===== config.mk =====
export PLATFORM = sky130hd
export DESIGN_NAME = pc_unit
export DESIGN_NICKNAME = d
export VERILOG_FILES = /design/src/rtl/pc_unit.sv
export SDC_FILE = /design/constraint.sdc
export NUM_CORES = 1
export LEC_CHECK = 0
export BUFFER_PORTS_ARGS = -buffer_cell sky130_fd_sc_hd__buf_2
export CORE_MARGIN = 4
export CORE_UTILIZATION = 40
export CTS_CLUSTER_SIZE = 24
export DETAILED_ROUTE_END_ITERATION = 16
export PLACE_DENSITY = 0.7
export SYNTH_ARGS = -nofsm -noshare
export SYNTH_HDL_FRONTEND = slang
export SYNTH_SLANG_ARGS = --single-unit

===== constraint.sdc =====
create_clock -name Clk -period 1.75 [get_ports Clk]
set_input_delay 0.175 -clock Clk [delete_from_list [all_inputs] [get_ports Clk]]
set_output_delay 0.175 -clock Clk [all_outputs]
set_load 0.02 [all_outputs]

===== src/rtl/pc_unit.sv =====
// Fetch-stage program counter with prioritised redirect and flush pulse.
// Optional return-address stack enabled by defining PC_RAS_EN.
module pc_unit #(
  parameter int unsigned     PC_W         = 16,
  parameter logic [PC_W-1:0] RESET_PC     = '0,
  parameter int unsigned     STEP         = 1,
  parameter int unsigned     FLUSH_CYCLES = 1,
  parameter int unsigned     RAS_DEPTH    = 4
) (
  input  logic            Clk,
  input  logic            Rst,
  input  logic            PChold,
  input  logic            BranchTaken,
  input  logic [PC_W-1:0] BranchTarget,
  input  logic            Jump,
  input  logic [PC_W-1:0] JumpTarget,
  input  logic            Call,
  input  logic            Ret,
  output logic [PC_W-1:0] PC,
  output logic [PC_W-1:0] PCPlus,
  output logic            Flush,
  output logic            RasOverflow,
  output logic            RasUnderflow
);

  localparam int CNT_W = 4;

  typedef enum logic {IDLE, FLUSH} state_e;

  logic [PC_W-1:0]  pc_q;
  logic [PC_W-1:0]  pc_d;
  logic [PC_W-1:0]  pop_addr;
  logic             ret_hit;
  logic             redirect;
  state_e           st_q;
  logic [CNT_W-1:0] fcnt_q;

  assign PC     = pc_q;
  assign PCPlus = pc_q + PC_W'(STEP);

`ifdef PC_RAS_EN
  localparam int PTR_W = $clog2(RAS_DEPTH);

  logic [PC_W-1:0]  ras_q [RAS_DEPTH];
  logic [PTR_W-1:0] top_q;
  logic [PTR_W:0]   cnt_q;
  logic             ras_full;
  logic             do_push;

  assign ras_full = cnt_q == (PTR_W+1)'(RAS_DEPTH);
  assign ret_hit  = Ret && (cnt_q != '0);
  assign pop_addr = ras_q[top_q];
  // A call that loses to a branch never happens, so it pushes nothing
  assign do_push  = Call && !ret_hit && !BranchTaken;

  always_ff @(posedge Clk) begin
    if (!Rst) begin
      top_q        <= '0;
      cnt_q        <= '0;
      RasOverflow  <= 1'b0;
      RasUnderflow <= 1'b0;
    end else if (ret_hit) begin
      top_q <= top_q - 1'b1;
      cnt_q <= cnt_q - 1'b1;
    end else begin
      if (Ret)
        RasUnderflow <= 1'b1;
      if (do_push) begin
        top_q <= top_q + 1'b1;
        if (ras_full)
          RasOverflow <= 1'b1;
        else
          cnt_q <= cnt_q + 1'b1;
      end
    end
  end

  always_ff @(posedge Clk) begin
    if (Rst && do_push)
      ras_q[top_q + 1'b1] <= PCPlus;
  end
`else
  logic unused_ras;

  assign unused_ras   = Ret | (RAS_DEPTH < 2);
  assign ret_hit      = 1'b0;
  assign pop_addr     = '0;
  assign RasOverflow  = 1'b0;
  assign RasUnderflow = 1'b0;
`endif

  assign redirect = ret_hit | BranchTaken | Call | Jump;

  always_comb begin
    pc_d = PCPlus;
    priority case (1'b1)
      ret_hit:      pc_d = pop_addr;
      BranchTaken:  pc_d = BranchTarget;
      Call | Jump:  pc_d = JumpTarget;
      PChold:       pc_d = pc_q;
      default:      pc_d = PCPlus;
    endcase
  end

  always_ff @(posedge Clk) begin
    if (!Rst)
      pc_q <= RESET_PC;
    else
      pc_q <= pc_d;
  end

  // Any redirect restarts the window; hold does not freeze it
  always_ff @(posedge Clk) begin
    if (!Rst) begin
      st_q   <= IDLE;
      fcnt_q <= '0;
      Flush  <= 1'b0;
    end else if (redirect) begin
      st_q   <= FLUSH;
      fcnt_q <= CNT_W'(FLUSH_CYCLES - 1);
      Flush  <= 1'b1;
    end else begin
      unique case (st_q)
        FLUSH: begin
          if (fcnt_q == '0) begin
            st_q  <= IDLE;
            Flush <= 1'b0;
          end else begin
            fcnt_q <= fcnt_q - 1'b1;
          end
        end
        default: begin
          st_q  <= IDLE;
          Flush <= 1'b0;
        end
      endcase
    end
  end

endmodule


==> results by group <==
Synthesis
  – YS warnings: 0
  – Sequential share of the synthesized area: 26.3%
  – Netlist cell types: 54
  – Post-Syn Area per Cell: 7.79 sq um
  – Ys async rst share: 0%
  – Post-synth EDFFs: 0
  – Ys flop type: dfxtp_1
  – Netlist Area Pre-Place: 1670 sq um
  – Mapped Cells: 215
  – Number of synthesized register bits: 22

Worst setup path
  – Max FO, Critical Path: 4
  – CP startpoint kind: flop
  – Data required, critical path: 1.57 ns
  – Crit. End Element: output pin
  – Data arrival time of the critical path: 1.66 ns
  – Setup CP Type: flop to output pin
  – Worst path most repeated cell: buf_4
  – Critical-path cell list: nand4_1 -> buf_4 -> buf_6 -> nor3_4 -> xnor2_1 -> buf_4
  – Max incr delay on CP: 0.35 ns
  – Slowest cell on crit path: dfxtp_2

Timing
  – Final worst slack: -0.0851 ns
  – Hold slack: 0.137 ns
  – Tcrit/Tclk final: 105%
  – Clk_skew: 0.00680 ns
  – RSZ-0062 raised after global routing: yes
  – Fmax: 545 MHz
  – Max-slew violations: 0
  – Setup violators final: 9
  – Final min period: 1.84 ns
  – Final Hold Fails: 0
  – Setup TNS: -0.444 ns

Final layout
  – Post-route cell area: 2470 sq um
  – Filler cell count: 346
  – Cell Count, Final, Fillers Out: 359
  – Final core utilization: 61.4%
  – Proportion of layout cells with a drive suffix above 1: 48.5%
  – N_diodes: 0
  – Area occupied by multi-input gates: 1180 sq um
  – Syn-to-layout area delta: 47.8%
  – Final layout net count: 351
  – Reg area: 455 sq um

Route
  – Final WL: 5420 um
  – Vias/cell: 5.55
  – Antenna-violating nets left: 0
  – Routed vias: 1,994
  – Routed wire per std cell: 15.1 um
  – Initial DRC Count: 113
  – DRC violations left: 0
  – First drt pass iteration count: 4

Floorplanning
  – Core area: 4030 sq um
  – Num rows: 23
  – Die height: 72.7 um
  – Die X: 72.7 um
  – Die footprint: 5280 sq um
  – Initial Util: 41.6%
  – Ports: 74

Clock network
  – CTS root buffer: clkbuf_8
  – Clk pin slew, worst setup/hold paths: 0.08 ns
  – H-tree levels: 1
  – Clock net sink count: 22
  – CTS tree: built
  – CTS Buf Count: 3
  – Worst-Skew Late Latency: 0.27 ns
  – CTS Buffer Depth: 2
  – Post-CTS Hold Fix Bufs: 0

Global route
  – Grt met2 use: 32.8%
  – Initial antenna violation count: 0
  – Total gr overflow: 0
  – Routing usage on met1: 24.3%
  – Busiest grt layer: met2
  – Grt met3 use: 3.03%
  – GRT Util Overall: 19.3%
  – Largest net degree at the start of global routing: 31
  – First-pass GRT wire length: 8110 um
  – Vias in the first global route: 1,764

Placement
  – I/O Buffers: 70
  – Inst Count DP: 347
  – Placed standard-cell area: 2240 sq um
  – Dpl hpwl: 3950 um
  – Placer Congestion: 0.836

Power
  – Leak: 1.13 nW
  – Worst VDD drop: 0.261 mV
  – Pwr dens: 568 nW/um^2

Run status
  – Failing checks: setup timing
  – Status: complete, but fails checks

Flow run
  – Max-cap violation count: 0

Min path
  – Worst hold path class: primary input to flop
## critical path, delay by kind of cell (launching register included)
family | cells | cell delay [ns]
buffers and inverters | 3 | 0.49
DFF | 1 | 0.35
and+or+nand+nor | 2 | 0.41
xor gates and xnor gates | 1 | 0.15
## cell families (layout without fill, tap and decap cells)
family	Yosys count	after routing	synth area share [%]
AND/OR/NAND/NOR	79	79	25.6
flip-flops	22	22	26.3
multiplexers	5	5	2.99
adder cells (fa/ha/maj)	2	2	1.49
XOR/XNOR	18	18	9.42
other	1	2	0.224
AO/OA/AOI/OAI	61	61	25.0
buffers and inverters	27	120	8.97
## state kept, by name, summed over array words and instances (netlist names)
name    cells
fcnt_q      4
Flush       1
st_q        1
PC         16
## cells in the final DEF (no fill, tap or decap), types with 6 or more instances in the layout
cell | netlist | layout
a21oi_1 | 13 | 13
buf_2 | 6 | 62
buf_4 | 3 | 38
buf_6 | 4 | 6
dfxtp_1 | 22 | 12
dfxtp_2 | 0 | 9
inv_1 | 9 | 9
nand2_1 | 24 | 23
nand3_1 | 6 | 6
nand4_1 | 6 | 6
nor2_1 | 18 | 14
o21ai_0 | 13 | 13
xnor2_1 | 10 | 8
## per-stage QoR
stage	setup WS [ns]	power (mW)
after floorplan	-0.0355	0.843
after global placement	0.157	1.02
after detailed placement	0.129	1.02
final	-0.0851	1.40
after global routing	-0.158	1.48
after CTS	-0.0734	1.40
## repair_timing
action	4_1_cts	5_1_grt
resized for setup	24	15
gates cloned	1	0
pin swaps	7	3
endpoints found under the setup margin	9	10
buffers inserted	4	3
## synthesized netlist by cell type (5+ instances only)
cell type,count,area share [%]
a21oi_1,13,3.9
a31oi_1,5,1.9
buf_2,6,1.8
clkbuf_1,5,1.1
dfxtp_1,22,26
inv_1,9,2.0
mux2i_1,5,3.0
nand2_1,24,5.4
nand3_1,6,1.8
nand4_1,6,2.2
nor2_1,18,4.0
o21ai_0,13,3.9
xnor2_1,10,5.2
xor2_1,8,4.2
## final cells by class
cell class                      count  area share, %
Tap cell                           50           2.53
Sequential cell                    22           18.4
Clock buffer                        4           2.23
Inverter                            9           1.37
Multi-Input combinational cell    167           47.9
Timing Repair Buffer              107           27.6
## where the power goes
group          internal, mW  leakage (nW)  switching, mW
registers             0.535         0.185         0.0229
clock network         0.201        0.0288          0.168
logic                 0.206         0.916          0.271
## path summary, 6_finish.rpt
path	from	endpoint	slack, ns	cells past startpoint
hold / removal	BranchTarget[4]	PC[4]$_SDFFE_PN0P_	0.14	3
setup / recovery	PC[5]$_SDFFE_PN0P_	PCPlus[11]	-0.09	6
hold reg to reg	Flush$_SDFFE_PN0P_	Flush$_SDFFE_PN0P_	0.47	2
setup reg to reg	PC[5]$_SDFFE_PN0P_	PC[15]$_SDFFE_PN0P_	0.04	7
## metal layers
metal  share of wire (%)  vias up
met2                  48       86
li1                    -      974
met5                   0        -
met1                  42      922
met3                 7.3       12
met4                 2.3        0
No activity file was read; power rests on OpenSTA's default activity.
